### src/rtl/mem_burst_master.sv
// Burst initiator for a single-port synchronous memory: turns read/write burst
// commands into one memory beat per cycle and streams read data back through a small FIFO.
module mem_burst_master #(
  parameter int ADDR_WIDTH    = 8,
  parameter int DATA_WIDTH    = 32,
  parameter int RD_FIFO_DEPTH = 4
) (
  input  logic                  i_clk,
  input  logic                  i_rst_n,
  input  logic                  i_cmd_valid,
  output logic                  o_cmd_ready,
  input  logic                  i_cmd_write,
  input  logic [ADDR_WIDTH-1:0] i_cmd_addr,
  input  logic [ADDR_WIDTH-1:0] i_cmd_len,
  input  logic                  i_wr_valid,
  output logic                  o_wr_ready,
  input  logic [DATA_WIDTH-1:0] i_wr_data,
  output logic                  o_rd_valid,
  input  logic                  i_rd_ready,
  output logic [DATA_WIDTH-1:0] o_rd_data,
  output logic                  o_rd_last,
  output logic                  o_mem_en,
  output logic [ADDR_WIDTH-1:0] o_mem_address,
  output logic [DATA_WIDTH-1:0] o_mem_data_in,
  input  logic [DATA_WIDTH-1:0] i_mem_data_out,
  output logic                  o_busy,
  output logic                  o_done,
  output logic [2:0]            o_dbg_state
);

  localparam int PW = $clog2(RD_FIFO_DEPTH);
  localparam int CW = PW + 1;

  localparam logic [2:0] S_IDLE  = 3'd0;
  localparam logic [2:0] S_WRITE = 3'd1;
  localparam logic [2:0] S_READ  = 3'd2;
  localparam logic [2:0] S_DRAIN = 3'd3;
  localparam logic [2:0] S_DONE  = 3'd4;

  logic [2:0]            state_q, state_d;
  logic [ADDR_WIDTH-1:0] addr_q, addr_d;
  logic [ADDR_WIDTH-1:0] len_q, len_d;
  logic [ADDR_WIDTH-1:0] beat_q, beat_d;
  logic [ADDR_WIDTH-1:0] out_cnt_q, out_cnt_d;
  logic                  mem_en_q, mem_en_d;
  logic [ADDR_WIDTH-1:0] mem_addr_q, mem_addr_d;
  logic [DATA_WIDTH-1:0] mem_din_q, mem_din_d;
  logic                  iss_q, iss_d;
  logic                  ret_q, ret_d;
  logic [PW-1:0]         wr_ptr_q, wr_ptr_d;
  logic [PW-1:0]         rd_ptr_q, rd_ptr_d;
  logic [CW-1:0]         count_q, count_d;
  logic [DATA_WIDTH-1:0] fifo_mem [RD_FIFO_DEPTH];

  logic                  cmd_fire;
  logic                  wr_fire;
  logic                  rd_fire;
  logic                  issue;
  logic [CW:0]           occupancy;

  // Every handshake (cmd, wr, rd) transfers on a rising edge where valid and
  // ready are both high; valid never depends on ready within this block.
  assign o_cmd_ready = (state_q == S_IDLE) && i_rst_n;
  assign o_wr_ready  = (state_q == S_WRITE);
  assign o_rd_valid  = (count_q != '0);
  assign o_rd_data   = o_rd_valid ? fifo_mem[rd_ptr_q] : '0;
  assign o_rd_last   = o_rd_valid && (out_cnt_q == len_q);
  assign o_busy      = (state_q != S_IDLE);
  assign o_done      = (state_q == S_DONE);
  assign o_mem_en      = mem_en_q;
  assign o_mem_address = mem_addr_q;
  assign o_mem_data_in = mem_din_q;
  assign o_dbg_state   = state_q;

  always_comb begin
    cmd_fire  = i_cmd_valid && o_cmd_ready;
    wr_fire   = i_wr_valid && o_wr_ready;
    rd_fire   = o_rd_valid && i_rd_ready;
    // Reads in the issue or return stage already own a FIFO slot.
    occupancy = {1'b0, count_q} + {{CW{1'b0}}, iss_q} + {{CW{1'b0}}, ret_q};
    issue     = (state_q == S_READ) && (occupancy < (CW+1)'(RD_FIFO_DEPTH));

    state_d    = state_q;
    addr_d     = addr_q;
    len_d      = len_q;
    beat_d     = beat_q;
    out_cnt_d  = rd_fire ? out_cnt_q + 1'b1 : out_cnt_q;
    mem_en_d   = 1'b0;
    mem_addr_d = mem_addr_q;
    mem_din_d  = mem_din_q;
    iss_d      = issue;
    ret_d      = iss_q;
    wr_ptr_d   = ret_q ? wr_ptr_q + PW'(1) : wr_ptr_q;
    rd_ptr_d   = rd_fire ? rd_ptr_q + PW'(1) : rd_ptr_q;
    count_d    = count_q + CW'(ret_q) - CW'(rd_fire);

    case (state_q)
      S_IDLE: begin
        if (cmd_fire) begin
          state_d   = i_cmd_write ? S_WRITE : S_READ;
          addr_d    = i_cmd_addr;
          len_d     = i_cmd_len;
          beat_d    = '0;
          out_cnt_d = '0;
        end
      end
      S_WRITE: begin
        if (wr_fire) begin
          mem_en_d   = 1'b1;
          mem_addr_d = addr_q;
          mem_din_d  = i_wr_data;
          addr_d     = addr_q + 1'b1;
          beat_d     = beat_q + 1'b1;
          if (beat_q == len_q) state_d = S_DONE;
        end
      end
      S_READ: begin
        if (issue) begin
          mem_addr_d = addr_q;
          addr_d     = addr_q + 1'b1;
          beat_d     = beat_q + 1'b1;
          if (beat_q == len_q) state_d = S_DRAIN;
        end
      end
      S_DRAIN: begin
        // Leave as soon as the final pop empties everything, so o_done follows it directly.
        if (!iss_q && !ret_q && (count_d == '0)) state_d = S_DONE;
      end
      S_DONE:  state_d = S_IDLE;
      default: state_d = S_IDLE;
    endcase
  end

  always_ff @(posedge i_clk or negedge i_rst_n) begin
    if (!i_rst_n) begin
      state_q    <= S_IDLE;
      addr_q     <= '0;
      len_q      <= '0;
      beat_q     <= '0;
      out_cnt_q  <= '0;
      mem_en_q   <= 1'b0;
      mem_addr_q <= '0;
      mem_din_q  <= '0;
      iss_q      <= 1'b0;
      ret_q      <= 1'b0;
      wr_ptr_q   <= '0;
      rd_ptr_q   <= '0;
      count_q    <= '0;
    end else begin
      state_q    <= state_d;
      addr_q     <= addr_d;
      len_q      <= len_d;
      beat_q     <= beat_d;
      out_cnt_q  <= out_cnt_d;
      mem_en_q   <= mem_en_d;
      mem_addr_q <= mem_addr_d;
      mem_din_q  <= mem_din_d;
      iss_q      <= iss_d;
      ret_q      <= ret_d;
      wr_ptr_q   <= wr_ptr_d;
      rd_ptr_q   <= rd_ptr_d;
      count_q    <= count_d;
    end
  end

  // Storage needs no reset: o_rd_data is masked while the FIFO is empty.
  always_ff @(posedge i_clk) begin
    if (ret_q) fifo_mem[wr_ptr_q] <= i_mem_data_out;
  end

endmodule

### config.mk
export PLATFORM = sky130hd
export DESIGN_NAME = mem_burst_master
export DESIGN_NICKNAME = d
export VERILOG_FILES = /design/src/rtl/mem_burst_master.sv
export SDC_FILE = /design/constraint.sdc
export NUM_CORES = 1
export LEC_CHECK = 0
export ABC_AREA = 1
export CORE_MARGIN = 4
export CORE_UTILIZATION = 40
export CTS_CLUSTER_DIAMETER = 40
export DETAILED_ROUTE_END_ITERATION = 7
export PLACE_DENSITY_LB_ADDON = 0.25
export RECOVER_POWER = 100
export SLEW_MARGIN = 20
export SYNTH_ARGS = -nofsm -noshare
export SYNTH_HDL_FRONTEND = slang
export SYNTH_SLANG_ARGS = --single-unit
### constraint.sdc
create_clock -name i_clk -period 4.88 [get_ports i_clk]
set_input_delay 1.22 -clock i_clk [delete_from_list [all_inputs] [get_ports i_clk]]
set_output_delay 1.22 -clock i_clk [all_outputs]
set_load 0.02 [all_outputs]
==> results of run 1 <==
-- cell usage after synthesis (all sizes together) --
library cell    n  area [um2]
o22ai           2        12.5
xor2           11        96.3
o2111ai         1        8.76
o21ai          99         518
fa              1        20.0
nor3b           1        7.51
edfxtp        128        3840
nor2          163         614
nand3b          3        22.5
nand4           6        52.6
nand3          18         100
ha             10         125
xnor2           8        70.1
o21a            1        7.51
nand2         194         741
mux2i           2        20.0
clkbuf         22        82.6
a221oi          2        17.5
dfrtp          85        2130
and3            1        6.26
a21oi          46         234
a211oi          1        7.51
nor3            3        20.0
buf            17         106
inv            54         203
-- worst max path at each step --
stage,to,depth (start not counted),startpoint
2_1_floorplan,o_dbg_state[0],12,i_rd_ready
5_1_grt,o_rd_data[7],6,count_q[1]
3_5_place_dp,o_dbg_state[0],13,i_rd_ready
3_3_place_gp,o_rd_data[13],4,rd_ptr_q[0]
6_report,o_rd_data[28],6,count_q[1]
4_1_cts,o_rd_data[13],4,rd_ptr_q[0]
-- layout by cell type (no fill, tap or decap), types with 2 or more instances in the layout --
master and instances:
clkbuf_1 10, nand3_2 2, inv_6 6, clkinvlp_4 6, bufinv_16 3, clkdlybuf4s50_1 51
o21ai_2 2, buf_4 3, dlygate4sd3_1 115, clkbuf_16 34, a221oi_1 2, mux2i_1 2
nand4_1 5, inv_2 3, nand3_1 16, o21ai_0 95, clkinv_4 3, xnor2_1 8
nand3b_1 3, clkinv_8 2, ha_1 10, diode_2 2, nor3_1 3, o22ai_1 2
clkinv_2 4, clkinv_1 2, inv_1 51, a21oi_1 46, nand2_1 193, nor2_1 162
dfrtp_1 84, xor2_1 11, edfxtp_1 128, o21ai_1 2
-- stage by stage --
stage	instance area [um2]	power (uW)	utilization [%]	hold WS, ns
global placement	11000	6090	49.8	0.388
CTS	12100	8540	55.0	0.369
floorplan	9060	4780	-	0.375
detailed placement	11000	6140	49.8	0.385
finish	12000	8230	54.7	0.367
global route	12000	8840	54.7	0.399
-- final cells by class --
class / count / area [um2]
well taps: 280 / 350
flip-flops and latches: 213 / 5970
multi-input cells: 573 / 2670
fillers: 1935 / 9980
diodes: 2 / 5.00
repair buffers: 178 / 1720
clock inverters: 26 / 274
clock buffers: 36 / 858
inverters: 54 / 203
-- metal layers --
| metal | GRT usage, % | part of all wire, % | up-vias |
|---|---|---|---|
| met5 | 0 | 0.061 | - |
| met4 | 4.96 | 1.9 | 2 |
| met3 | 6.71 | 9.6 | 37 |
| met2 | 27.2 | 46 | 213 |
| met1 | 22.7 | 43 | 3145 |
| li1 | - | - | 3288 |
-- power by group through the flow --
stage | clock (uW) | combinational (uW) | sequential, uW
final | 2350 | 3230 | 2650
after global routing | 2490 | 3630 | 2710
after CTS | 2400 | 3490 | 2650
after detailed placement | 0 | 3470 | 2670
after global placement | 0 | 3420 | 2670
after floorplan | 0 | 1980 | 2800
-- cell families after synthesis --
logic type      count (synthesis)  share of synthesized area, %
fa+ha+maj                      11                          1.60
simple gates                  389                          17.3
xor+xnor                       19                          1.84
buf+inv                        93                          4.32
mux                             2                         0.221
flops                         213                          65.9
compound gates                152                          8.89
-- sequential cells by signal (all words and copies together) (netlist names) --
register,cells
fifo_mem,128
o_mem_data_in,32
addr_q,8
beat_q,8
len_q,8
o_mem_address,8
out_cnt_q,8
count_q,3
o_dbg_state,3
rd_ptr_q,2
wr_ptr_q,2
iss_q,1
o_mem_en,1
ret_q,1
==> impl_metrics.py, run 1 <==
metrics = {
    "detailed_routing": {
        "drt_wl_total_um": 21400,
        "drtAntennaViolNets": 0,
        "wl_per_cell_um": 15.7,
        "vias_per_cell": 4.91,
        "vias": 6685,
        "drc": 0,
        "drtIter0Drc": 358,
        "first_pass_iters": 5,
    },
    "setup_path": {
        "r2r_slack_ns": 2.01,
        "crit_chain": "nor2_1, nand2_1, inv_1, clkbuf_1, a21oi_1, dlygate4sd3_1",
        "max_stage_delay_ns": 0.67,
        "cp.required_ns": 3.66,
        "r2r_start": "o_dbg_state[1]",
        "path_buf_inv": 3,
        "cp-start-kind": "flip-flop",
        "criticalPathCategory": "flip-flop to output port",
        "path_max_fanout": 18,
        "r2r-end": "o_mem_data_in[11]",
        "r2r_cells": 7,
        "endpoint_kind": "output port",
        "crit_arrival_ns": 3.03,
        "crit_path_top_delay_cell": "dlygate4sd3_1",
        "cp_top_family": "buffers and inverters",
    },
    "status": {
        "violations": "max-capacitance violations, max-slew violations",
        "outcome": "finished, violations left",
    },
    "timing": {
        "finalHoldViolations": 0,
        "setup_viol_count_final": 0,
        "worst_slew_pin_slew_ns": 2.24,
        "fin_crit_ns": 4.25,
        "slew_headroom_pct": -49.2,
        "finalClockSkew_ns": 0.0271,
        "rsz0062_at_grt": "no",
        "fin_tns_setup_ns": 0,
        "fmaxAchievable_ghz": 0.236,
        "worst_slack_ns": 0.634,
        "fin_crit_sh_pct": 87.0,
        "finalMaxSlewViolations": 131,
    },
    "min_path": {
        "min_from": "iss_q",
        "min_path_cells": 0,
        "holdPathEnd": "ret_q",
        "hold_class": "flip-flop to flip-flop",
    },
    "clocking": {
        "cts_buffers": 34,
        "clk_latency_ns": 0.51,
        "cts-resized-gates": 0,
        "ctsLongestPathBuffers": 3,
        "clock_sinks": 213,
        "hold_buffers": 0,
        "clk_pin_slew_ns": 0.05,
        "cts_tree": "done",
        "cts-root-buf": "clkbuf_16",
        "cts_setup_buffers": 0,
        "htree_levels": 2,
    },
    "pwr": {
        "clockPowerShare_pct": 28.5,
        "p_leak_uw": 0.00499,
        "p_int_uw": 5040,
        "p_sw_uw": 3190,
        "power_frac_seq_pct": 32.2,
        "p_comb_share_pct": 39.3,
        "power_per_cell_area_nw_per_um2": 683,
        "irDropWorstVdd_mv": 0.345,
        "switching_share_pct": 38.8,
    },
    "synth": {
        "netlist_area_um2": 9060,
        "ys_seq_elements": 213,
        "synthCells": 879,
        "ys.warnings.count": 0,
        "seq_area_frac_synth_pct": 65.9,
        "syn_nets": 976,
        "ys_types": 38,
        "postSynthAreaPerCell_um2": 10.3,
    },
    "place": {
        "numPortBuffers": 167,
        "dp.cells": 1298,
        "routabilityCongestion": 0.797,
        "dp_worst_setup_slack_ns": 1.28,
        "hpwlAfterDp_um": 13700,
    },
    "die": {
        "start_util_pct": 41.1,
        "die-width_um": 159,
        "die_y_um": 159,
        "placementRows": 54,
        "pin_count": 168,
        "die-area_um2": 25100,
        "coreArea_um2": 22000,
    },
    "finish": {
        "finalNonFillerCells": 1362,
        "area_delta_synth_final_pct": 32.9,
        "finalNetCount": 1151,
        "drive_above_1_share_pct": 6.76,
    },
    "global_route": {
        "grt_use_total_pct": 17.4,
        "gr-total-overflow": 0,
        "grt_max_degree": 66,
        "grt_pass1_vias": 6662,
        "antenna_found_initial": 3,
        "grt_pass1_wl_um": 34600,
    },
    "job": {
        "cap_violations": 4,
    },
}
Power figures use the tool's default switching activity.
==> run 2: changes to the inputs <==
Settings changed: CORE_MARGIN 4 to default.
==> run 2 against run 1 <==
Against the previous run:
- the flow still finishes with violations (max-capacitance violations, max-slew violations)
- worst setup slack better by 0.21 ns
- flip-flop and latch count did not move
- critical path depth shrank 2
- maximum frequency is 5.2% higher
- die area decreased by 7.4%
==> impl_metrics.py, run 2 (synthesis results as in run 1) <==
metrics = {
    "clocking": {
        "cts_tree": "done",
        "ctsLongestPathBuffers": 3,
        "cts_buffers": 30,
        "clock_sinks": 213,
        "cts-root-buf": "clkbuf_16",
        "cts_setup_buffers": 0,
        "hold_buffers": 0,
        "clk_pin_slew_ns": 0.06,
        "htree_levels": 1,
        "cts-resized-gates": 0,
        "clk_latency_ns": 0.53,
    },
    "die": {
        "die-width_um": 153,
        "placementRows": 54,
        "die_y_um": 153,
        "pin_count": 168,
        "coreArea_um2": 22000,
        "start_util_pct": 41.1,
        "die-area_um2": 23300,
    },
    "setup_path": {
        "endpoint_kind": "output port",
        "path_buf_inv": 2,
        "crit_arrival_ns": 2.82,
        "crit_path_top_delay_cell": "dlygate4sd3_1",
        "path_max_fanout": 65,
        "criticalPathCategory": "flip-flop to output port",
        "cp.required_ns": 3.66,
        "max_stage_delay_ns": 0.72,
        "cp_top_family": "buffers and inverters",
        "crit_chain": "inv_2, o21ai_0, a21oi_1, dlygate4sd3_1",
        "cp-start-kind": "flip-flop",
    },
    "pwr": {
        "p_leak_uw": 0.00495,
        "switching_share_pct": 38.8,
        "power_per_cell_area_nw_per_um2": 668,
        "clockPowerShare_pct": 26.8,
        "power_frac_seq_pct": 33.1,
        "irDropWorstVdd_mv": 0.338,
        "total_power_uw": 7980,
        "p_sw_uw": 3100,
        "p_comb_share_pct": 40.1,
        "p_int_uw": 4880,
    },
    "timing": {
        "rsz0062_at_grt": "no",
        "finalHoldViolations": 0,
        "slew_headroom_pct": -41.6,
        "setup_viol_count_final": 0,
        "finalMaxSlewViolations": 67,
        "fin_crit_ns": 4.04,
        "fmaxAchievable_ghz": 0.248,
        "fin_tns_setup_ns": 0,
        "worst_slew_pin_slew_ns": 2.12,
        "worst_slack_ns": 0.844,
        "fin_crit_sh_pct": 82.7,
        "finalClockSkew_ns": 0.0110,
    },
    "detailed_routing": {
        "routed.top_layer": "met4",
        "routed-wl-met3_um": 1610,
        "vias": 6475,
        "drtAntennaViolNets": 0,
        "met1_length_um": 8880,
        "vias_per_cell": 4.77,
        "first_pass_iters": 7,
        "drt_wl_total_um": 19800,
        "drtIter0Drc": 345,
        "wl_met2_um": 9020,
        "drc": 0,
        "wl_per_cell_um": 14.6,
    },
    "place": {
        "postPlaceCellArea_um2": 11000,
        "dp.cells": 1297,
        "dp_worst_setup_slack_ns": 1.29,
        "routabilityCongestion": 0.766,
        "numPortBuffers": 167,
        "hpwlAfterDp_um": 12500,
    },
    "global_route": {
        "grt_pass1_vias": 6472,
        "grt_max_degree": 66,
        "antenna_found_initial": 5,
        "grt_pass1_wl_um": 32400,
        "grt_use_total_pct": 17.4,
        "gr-total-overflow": 0,
    },
    "finish": {
        "finalNonFillerCells": 1358,
        "final_area_um2": 11900,
        "final_cell_mix": "193 x nand2_1, 162 x nor2_1, 128 x edfxtp_1, 117 x dlygate4sd3_1, 95 x o21ai_0",
        "drive_above_1_share_pct": 6.43,
        "area_delta_synth_final_pct": 31.8,
        "largest_reg_flops": 128,
        "fill_cells": 1910,
        "top_register": "fifo_mem",
        "finalNetCount": 1146,
        "final_common_cell": "nand2_1",
    },
    "status": {
        "violations": "max-capacitance violations, max-slew violations",
        "outcome": "finished, violations left",
    },
    "min_path": {
        "hold_class": "flip-flop to flip-flop",
    },
    "job": {
        "cap_violations": 2,
    },
}
-- run 2: power groups by stage --
stage / Combinational [uW] / Clock, uW / Sequential [uW]
final: 3200 / 2140 / 2640
after global placement: 3400 / 0 / 2660
after detailed placement: 3440 / 0 / 2660
after global routing: 3590 / 2250 / 2690
after floorplan: 1980 / 0 / 2800
after CTS: 3450 / 2180 / 2640
-- run 2: cell type report --
| class | count | area (um2) | share of cell area [%] |
|---|---|---|---|
| tap | 280 | 350 | 2.93 |
| sequential | 213 | 5970 | 50.0 |
| timing repair buffer | 177 | 1720 | 14.4 |
| clock buffer | 34 | 807 | 6.76 |
| clock inverter | 22 | 213 | 1.78 |
| antenna | 5 | 12.5 | 0.105 |
| multi-input combinational | 573 | 2670 | 22.3 |
| inverter | 54 | 203 | 1.70 |
-- run 2: through the flow --
stage,util (%),hold WS (ns)
2_1_floorplan,-,0.375
3_3_place_gp,49.8,0.392
3_5_place_dp,49.8,0.400
4_1_cts,54.4,0.416
5_1_grt,54.2,0.447
6_report,54.2,0.415
-- run 2: per-layer routing --
| metal | GRT usage, % | vias up |
|---|---|---|
| met1 | 22.2 | 2982 |
| met5 | 0 | - |
| met4 | 4.71 | 0 |
| met3 | 5.75 | 25 |
| li1 | - | 3274 |
| met2 | 28.4 | 194 |
-- run 2: worst register-to-register path: cells and delay by family (launching register included) --
family,cells,cell delay (ns)
flip-flops,1,0.45
buffers and inverters,3,1.26
AND/OR/NAND/NOR,4,1.08
-- run 2: final timing paths --
kind | cells after the start | endpoint | from | slack, ns
max in group asynchronous | 3 | rd_ptr_q[0] | i_rst_n | 1.21
min in group asynchronous | 2 | o_mem_address[0] | i_rst_n | 1.48
hold reg to reg | 0 | ret_q | iss_q | 0.41
hold / removal | 0 | ret_q | iss_q | 0.41
setup reg to reg | 7 | o_mem_data_in[8] | o_dbg_state[1] | 2.03
setup / recovery | 4 | o_rd_data[16] | rd_ptr_q[0] | 0.84
